--- src/rtl/calendar_pkg.sv ---
// Shared calendar constants, field widths and month-length helpers used by
// both the up-counting century clock and the countdown timer.
package calendar_pkg;

  localparam int YEAR_W  = 10;
  localparam int MONTH_W = 4;
  localparam int DAY_W   = 5;
  localparam int HOUR_W  = 5;
  localparam int MIN_W   = 6;
  localparam int SEC_W   = 6;

  localparam int SEC_MAX   = 59;
  localparam int MIN_MAX   = 59;
  localparam int HOUR_MAX  = 23;
  localparam int DAY_MAX   = 31;
  localparam int MONTH_MAX = 12;
  localparam int YEAR_MAX  = 999;

  function automatic logic is_leap(input logic [YEAR_W-1:0] y);
    is_leap = ((y % 10'd4) == 10'd0) &&
              (((y % 10'd100) != 10'd0) || ((y % 10'd400) == 10'd0));
  endfunction

  function automatic logic [DAY_W-1:0] days_in_month(input logic [MONTH_W-1:0] m,
                                                     input logic [YEAR_W-1:0]  y);
    case (m)
      4'd1, 4'd3, 4'd5, 4'd7, 4'd8, 4'd10, 4'd12: days_in_month = 5'd31;
      4'd4, 4'd6, 4'd9, 4'd11:                    days_in_month = 5'd30;
      4'd2:    days_in_month = is_leap(y) ? 5'd29 : 5'd28;
      default: days_in_month = 5'd31;
    endcase
  endfunction

endpackage

--- src/rtl/down_counter_mod.sv ---
// Loadable down-counter for one calendar field: wraps from MIN to reload_val
// and raises borrow on that enabled wrap so the next field steps down.
module down_counter_mod #(
  parameter int W    = 6,
  parameter int MIN  = 0,
  parameter int MAX  = 59,
  parameter int INIT = 59
) (
  input  logic         clk,
  input  logic         reset,
  input  logic         load,
  input  logic [W-1:0] load_val,
  input  logic         enable,
  input  logic [W-1:0] reload_val,
  output logic [W-1:0] q,
  output logic [W-1:0] q_next,
  output logic         borrow
);

  localparam logic [W-1:0] MIN_V  = W'(MIN);
  localparam logic [W-1:0] MAX_V  = W'(MAX);
  localparam logic [W-1:0] INIT_V = W'(INIT);

  logic [W-1:0] q_r;
  logic [W-1:0] load_sat_s;
  logic [W-1:0] q_next_s;

  // Saturate the load value into the legal field range
  always_comb begin
    load_sat_s = load_val;
    if (load_val <= MIN_V) begin
      load_sat_s = MIN_V;
    end else if (load_val >= MAX_V) begin
      load_sat_s = MAX_V;
    end else begin
      load_sat_s = load_val;
    end
  end

  // Next count: compare-to-minimum decides wrap, so no subtraction below MIN
  always_comb begin
    q_next_s = q_r;
    if (enable) begin
      if (q_r == MIN_V) begin
        q_next_s = reload_val;
      end else begin
        q_next_s = q_r - W'(1);
      end
    end else begin
      q_next_s = q_r;
    end
  end

  // Field register: reset > load > count
  always_ff @(posedge clk) begin
    if (reset) begin
      q_r <= INIT_V;
    end else if (load) begin
      q_r <= load_sat_s;
    end else begin
      q_r <= q_next_s;
    end
  end

  assign q      = q_r;
  assign q_next = q_next_s;
  assign borrow = enable && (q_r == MIN_V);

endmodule

--- src/rtl/calendar_countdown.sv ---
// Calendar countdown timer: loads a date-time, steps it down once per tick with
// a single-cycle borrow ripple, and parks at 000-01-01 00:00:00 flagging expiry.
module calendar_countdown
  import calendar_pkg::*;
#(
  parameter int INIT_YEAR  = 999,
  parameter int INIT_MONTH = 12,
  parameter int INIT_DAY   = 31,
  parameter int INIT_HOUR  = 23,
  parameter int INIT_MIN   = 59,
  parameter int INIT_SEC   = 59
) (
  input  logic               clk,
  input  logic               reset,
  input  logic               tick,
  input  logic               load,
  input  logic [YEAR_W-1:0]  ld_year,
  input  logic [MONTH_W-1:0] ld_month,
  input  logic [DAY_W-1:0]   ld_day,
  input  logic [HOUR_W-1:0]  ld_hour,
  input  logic [MIN_W-1:0]   ld_min,
  input  logic [SEC_W-1:0]   ld_sec,
  output logic [YEAR_W-1:0]  year,
  output logic [MONTH_W-1:0] month,
  output logic [DAY_W-1:0]   day,
  output logic [HOUR_W-1:0]  hour,
  output logic [MIN_W-1:0]   min,
  output logic [SEC_W-1:0]   sec,
  output logic               expired,
  output logic               done
);

  logic [YEAR_W-1:0]  year_r, year_nx_s, ld_year_c_s;
  logic [MONTH_W-1:0] mon_nx_s, ld_month_c_s;
  logic [DAY_W-1:0]   day_nx_s, ld_dim_s, ld_day_c_s, day_reload_s;
  logic [HOUR_W-1:0]  hour_nx_s;
  logic [MIN_W-1:0]   min_nx_s;
  logic [SEC_W-1:0]   sec_nx_s;
  logic sec_b_s, min_b_s, hour_b_s, day_b_s, mon_b_s;
  logic tick_ok_s, at_floor_s, nx_floor_s, ld_floor_s;
  logic expired_r, done_r;

  // Clamp load year/month/day so the day fits the loaded month
  always_comb begin
    ld_year_c_s  = ld_year;
    ld_month_c_s = ld_month;
    if (ld_year >= 10'(YEAR_MAX)) begin
      ld_year_c_s = 10'(YEAR_MAX);
    end else begin
      ld_year_c_s = ld_year;
    end
    if (ld_month == 4'd0) begin
      ld_month_c_s = 4'd1;
    end else if (ld_month >= 4'(MONTH_MAX)) begin
      ld_month_c_s = 4'(MONTH_MAX);
    end else begin
      ld_month_c_s = ld_month;
    end
    ld_dim_s   = days_in_month(ld_month_c_s, ld_year_c_s);
    ld_day_c_s = (ld_day > ld_dim_s) ? ld_dim_s : ld_day;
  end

  // Ticks are ignored once parked at (or reset onto) the floor
  assign at_floor_s = (year_r == 10'd0) && (month == 4'd1) && (day == 5'd1) &&
                      (hour == 5'd0) && (min == 6'd0) && (sec == 6'd0);
  assign tick_ok_s  = tick && !expired_r && !at_floor_s;

  down_counter_mod #(.W(SEC_W), .MIN(0), .MAX(SEC_MAX), .INIT(INIT_SEC)) u_sec (
    .clk(clk), .reset(reset), .load(load), .load_val(ld_sec), .enable(tick_ok_s),
    .reload_val(6'(SEC_MAX)), .q(sec), .q_next(sec_nx_s), .borrow(sec_b_s));

  down_counter_mod #(.W(MIN_W), .MIN(0), .MAX(MIN_MAX), .INIT(INIT_MIN)) u_min (
    .clk(clk), .reset(reset), .load(load), .load_val(ld_min), .enable(sec_b_s),
    .reload_val(6'(MIN_MAX)), .q(min), .q_next(min_nx_s), .borrow(min_b_s));

  down_counter_mod #(.W(HOUR_W), .MIN(0), .MAX(HOUR_MAX), .INIT(INIT_HOUR)) u_hour (
    .clk(clk), .reset(reset), .load(load), .load_val(ld_hour), .enable(min_b_s),
    .reload_val(5'(HOUR_MAX)), .q(hour), .q_next(hour_nx_s), .borrow(hour_b_s));

  // Day wraps to the length of the month it borrows into, so use the resolved next month/year
  assign day_reload_s = days_in_month(mon_nx_s, year_nx_s);

  down_counter_mod #(.W(DAY_W), .MIN(1), .MAX(DAY_MAX), .INIT(INIT_DAY)) u_day (
    .clk(clk), .reset(reset), .load(load), .load_val(ld_day_c_s), .enable(hour_b_s),
    .reload_val(day_reload_s), .q(day), .q_next(day_nx_s), .borrow(day_b_s));

  down_counter_mod #(.W(MONTH_W), .MIN(1), .MAX(MONTH_MAX), .INIT(INIT_MONTH)) u_month (
    .clk(clk), .reset(reset), .load(load), .load_val(ld_month_c_s), .enable(day_b_s),
    .reload_val(4'(MONTH_MAX)), .q(month), .q_next(mon_nx_s), .borrow(mon_b_s));

  // Year has no wrap; a month borrow at year 0 is impossible behind the floor guard
  always_comb begin
    year_nx_s = year_r;
    if (mon_b_s && (year_r != 10'd0)) begin
      year_nx_s = year_r - 10'd1;
    end else begin
      year_nx_s = year_r;
    end
  end

  // Year register: reset > load > count
  always_ff @(posedge clk) begin
    if (reset) begin
      year_r <= 10'(INIT_YEAR);
    end else if (load) begin
      year_r <= ld_year_c_s;
    end else begin
      year_r <= year_nx_s;
    end
  end

  assign nx_floor_s = (year_nx_s == 10'd0) && (mon_nx_s == 4'd1) && (day_nx_s == 5'd1) &&
                      (hour_nx_s == 5'd0) && (min_nx_s == 6'd0) && (sec_nx_s == 6'd0);
  assign ld_floor_s = (ld_year_c_s == 10'd0) && (ld_month_c_s == 4'd1) && (ld_day_c_s <= 5'd1) &&
                      (ld_hour == 5'd0) && (ld_min == 6'd0) && (ld_sec == 6'd0);

  // Expiry level and one-cycle done pulse
  always_ff @(posedge clk) begin
    if (reset) begin
      expired_r <= 1'b0;
      done_r    <= 1'b0;
    end else if (load) begin
      expired_r <= ld_floor_s;
      done_r    <= 1'b0;
    end else if (tick_ok_s && nx_floor_s) begin
      expired_r <= 1'b1;
      done_r    <= 1'b1;
    end else begin
      done_r    <= 1'b0;
    end
  end

  assign year    = year_r;
  assign expired = expired_r;
  assign done    = done_r;

endmodule

--- config.mk ---
export PLATFORM = sky130hd
export DESIGN_NAME = calendar_countdown
export DESIGN_NICKNAME = d
export VERILOG_FILES = /design/src/rtl/calendar_pkg.sv /design/src/rtl/down_counter_mod.sv /design/src/rtl/calendar_countdown.sv
export SDC_FILE = /design/constraint.sdc
export NUM_CORES = 1
export LEC_CHECK = 0
export ABC_CLOCK_PERIOD_IN_PS = 7350
export BUFFER_PORTS_ARGS = -buffer_cell sky130_fd_sc_hd__buf_2
export CAP_MARGIN = 10
export CORE_MARGIN = 3
export CORE_UTILIZATION = 44
export CTS_BUF_LIST = sky130_fd_sc_hd__clkbuf_8
export DETAILED_ROUTE_END_ITERATION = 10
export HOLD_SLACK_MARGIN = 0.03
export PLACE_DENSITY_LB_ADDON = 0.3
export SLEW_MARGIN = 20
export SYNTH_ARGS = -nofsm -noshare
export SYNTH_HDL_FRONTEND = slang
export SYNTH_SLANG_ARGS = --single-unit
--- constraint.sdc ---
create_clock -name clk -period 7.35 [get_ports clk]
set_clock_uncertainty 0.1 [all_clocks]
set_input_delay 0.3675 -clock clk [delete_from_list [all_inputs] [get_ports clk]]
set_output_delay 0.3675 -clock clk [all_outputs]
set_load 0.03 [all_outputs]
==> results.yml <==
outcome:
  status: "complete, no violations"
clock_network:
  cts_root_buf: "clkbuf_8"
  cts_buffers: 5
  cts_resized: 0
  cts_hold_buffers: 0
  cts.sinks: 38
  cts_setup_buffers: 0
  clockBufferDepth: 2
  clk_pin_slew_ns: 0.09
  cts_tree: "yes"
  cts-htree-levels: 2
  clock_latency_ns: 0.31
power:
  powerDensity_nw_per_um2: 143
  ir_drop_uv: 62.9
  power_uw: 734
  power_leakage_nw: 1.96
critical_path:
  crit_required_ns: 7.42
  worstPathArrival_ns: 6.19
  crit_family: "compound AO/OA/AOI/OAI gates"
  cp-end-kind: "flip-flop"
  crit_path_max_incr_delay_ns: 0.53
  critical_path.most_common_cell: "a21oi_1"
  critical_path_class: "primary input to flip-flop"
  cp-start-kind: "primary input"
  crit_fanout: 10
  crit_buf_inv: 3
  crit_path_top_delay_cell: "or4_1"
drt:
  dr_total_vias: 5313
  drc: 0
  wl_um: 15500
  routed_via_density: 6.36
  wl_per_cell_um: 18.5
  drt_iter0_markers: 549
  ant_nets: 0
  drt_pass1_iterations: 5
job:
  cap_violations: 0
layout:
  area_delta_synth_final_pct: 12.0
  antenna_cells: 0
  drive_gt1_share_pct: 18.1
  layout.nets: 757
  fin_util_pct: 51.4
synth:
  ys_warn_count: 0
  synth_edf_count: 0
  synth_seq_area_share_pct: 16.6
  ys.flop_type: "dfxtp_1"
  avgSynthCellArea_um2: 7.08
  yosys.area.top_type: "dfxtp_1"
  async_reset_ff_share_pct: 0
  synth_area_leaders: "dfxtp_1, nor2_1, nand2_1, a21oi_1, o21ai_0"
  synth_cell_types: 89
  synthTopCellsByCount: "nor2_1, nand2_1, a21oi_1, o21ai_0, dfxtp_1"
  synth_top_area_share_pct: 16.6
  synth.cell_area_um2: 4570
  synth_cells: 645
  ys_seq_elements: 38
  yosys.cell_count.top_type: "nor2_1"
  syn_nets: 700
grt:
  grt_max_degree: 48
  track_usage_pct: 26.3
  overflow: 0
  grt_pass1_wl_um: 24700
  grt_pass1_vias: 4900
  grt_antenna_before_repair: 0
floorplanning:
  dieArea_um2: 11600
  chipWidth_um: 108
  coreArea_um2: 9950
  start_util_pct: 45.9
  num_io_pins: 78
  die_y_um: 108
  rows: 36
sta:
  fin_ws_ns: 1.23
  worstMarginPinSlew_ns: 0.925
  hold_ws_ns: 0.224
  grt_setup_unrepaired: "no"
  finalHoldViolCount: 0
  drv_slew: 0
  fmax_mhz: 163
  finalCritPeriodShare_pct: 83.3
  setup_viol: 0
  setup_tns_ns: 0
  layout_min_cycle_time_ns: 6.12
  max-slew-margin-rel_pct: 38.2
place:
  io_buffers: 77
  dp_slack_ns: 1.00
  globalplace.congestion: 1.04
  dp_hpwl_um: 12200
min_path:
  hold_path.class: "primary input to flip-flop"
[cell families after synthesis]
family          Yosys count  share of synthesized area [%]
fa+ha+maj                16                           4.33
buf+inv                  49                           4.98
mux                      11                           2.55
simple gates            310                           36.3
xor+xnor                 28                           6.11
compound gates          193                           29.1
flops                    38                           16.6
[sequential cells by signal, indices dropped and copies added, names as in the netlist]
name	count
done	1
year	10
u_hour.q	5
u_month.q	4
u_day.q	5
u_min.q	6
u_sec.q	6
expired	1
[area by class of cell]
cell class | instances | area [µm²]
fillers | 997 | 4840
multi-input cells | 558 | 3580
flip-flops and latches | 38 | 761
repair buffers | 78 | 393
well taps | 133 | 166
inverters | 21 | 78.8
clock buffers | 5 | 68.8
clock inverters | 3 | 68.8
[through the flow]
| step | instances | instance area (µm²) |
|---|---|---|
| after floorplan | 645 | 4570 |
| after global placement | 828 | 4980 |
| after detailed placement | 828 | 4980 |
| after CTS | 836 | 5120 |
| after global routing | 836 | 5120 |
| final | 836 | 5120 |
[placed cells by master, fill, tap and decap left out, types with 5 or more instances in the layout]
master,synthesis,final
buf_2,1,77
nor2_1,68,68
nand2_1,54,54
o21ai_0,39,39
a21oi_1,39,39
dfxtp_1,38,38
nor3_1,36,36
nand3_1,30,30
inv_1,21,21
nand2b_1,21,21
nor4_1,19,19
xnor2_1,16,16
ha_1,15,15
a31oi_1,12,12
o211ai_1,11,11
nand4_1,11,11
o31ai_1,9,9
or3_1,9,9
mux2i_1,9,9
a211o_1,9,9
xor2_1,9,9
nand3b_1,8,8
o22ai_1,8,8
o21a_1,7,7
and2_1,7,7
or2_2,6,6
or4_1,5,5
a211oi_1,5,5
clkbuf_8,2,5
[final timing paths]
path / end / slack [ns] / depth (start not counted) / from
min reg2reg: expired / 0.51 / 1 / expired
max reg2reg: u_day.q[0] / 2.11 / 14 / u_day.q[0]
max: u_day.q[0] / 1.23 / 28 / ld_year[6]
min: u_day.q[4] / 0.22 / 2 / ld_day[4]
[layer usage]
layer | wire length [µm] | up-vias | global-route usage [%]
met5 | 0 | - | 0
met1 | 6830 | 2458 | 35.9
li1 | - | 2551 | -
met2 | 6840 | 259 | 41.3
met3 | 1210 | 45 | 3.90
met4 | 612 | 0 | 10.8
[where the power goes]
| part | total [mW] | internal [mW] | switching [mW] |
|---|---|---|---|
| clock | 0.221 | 0.136 | 0.0851 |
| combinational | 0.273 | 0.0999 | 0.173 |
| sequential | 0.239 | 0.218 | 0.0210 |
| total | 0.734 | 0.454 | 0.279 |
[worst register-to-register path, delay by kind of cell (launching register included)]
family                   cells  cell delay, ns
AND/OR/NAND/NOR              6            2.46
adder cells (fa/ha/maj)      1            0.23
AO/OA/AOI/OAI                7            1.88
flip-flops                   1            0.45
Note: power is estimated with default switching activity, not from simulation.
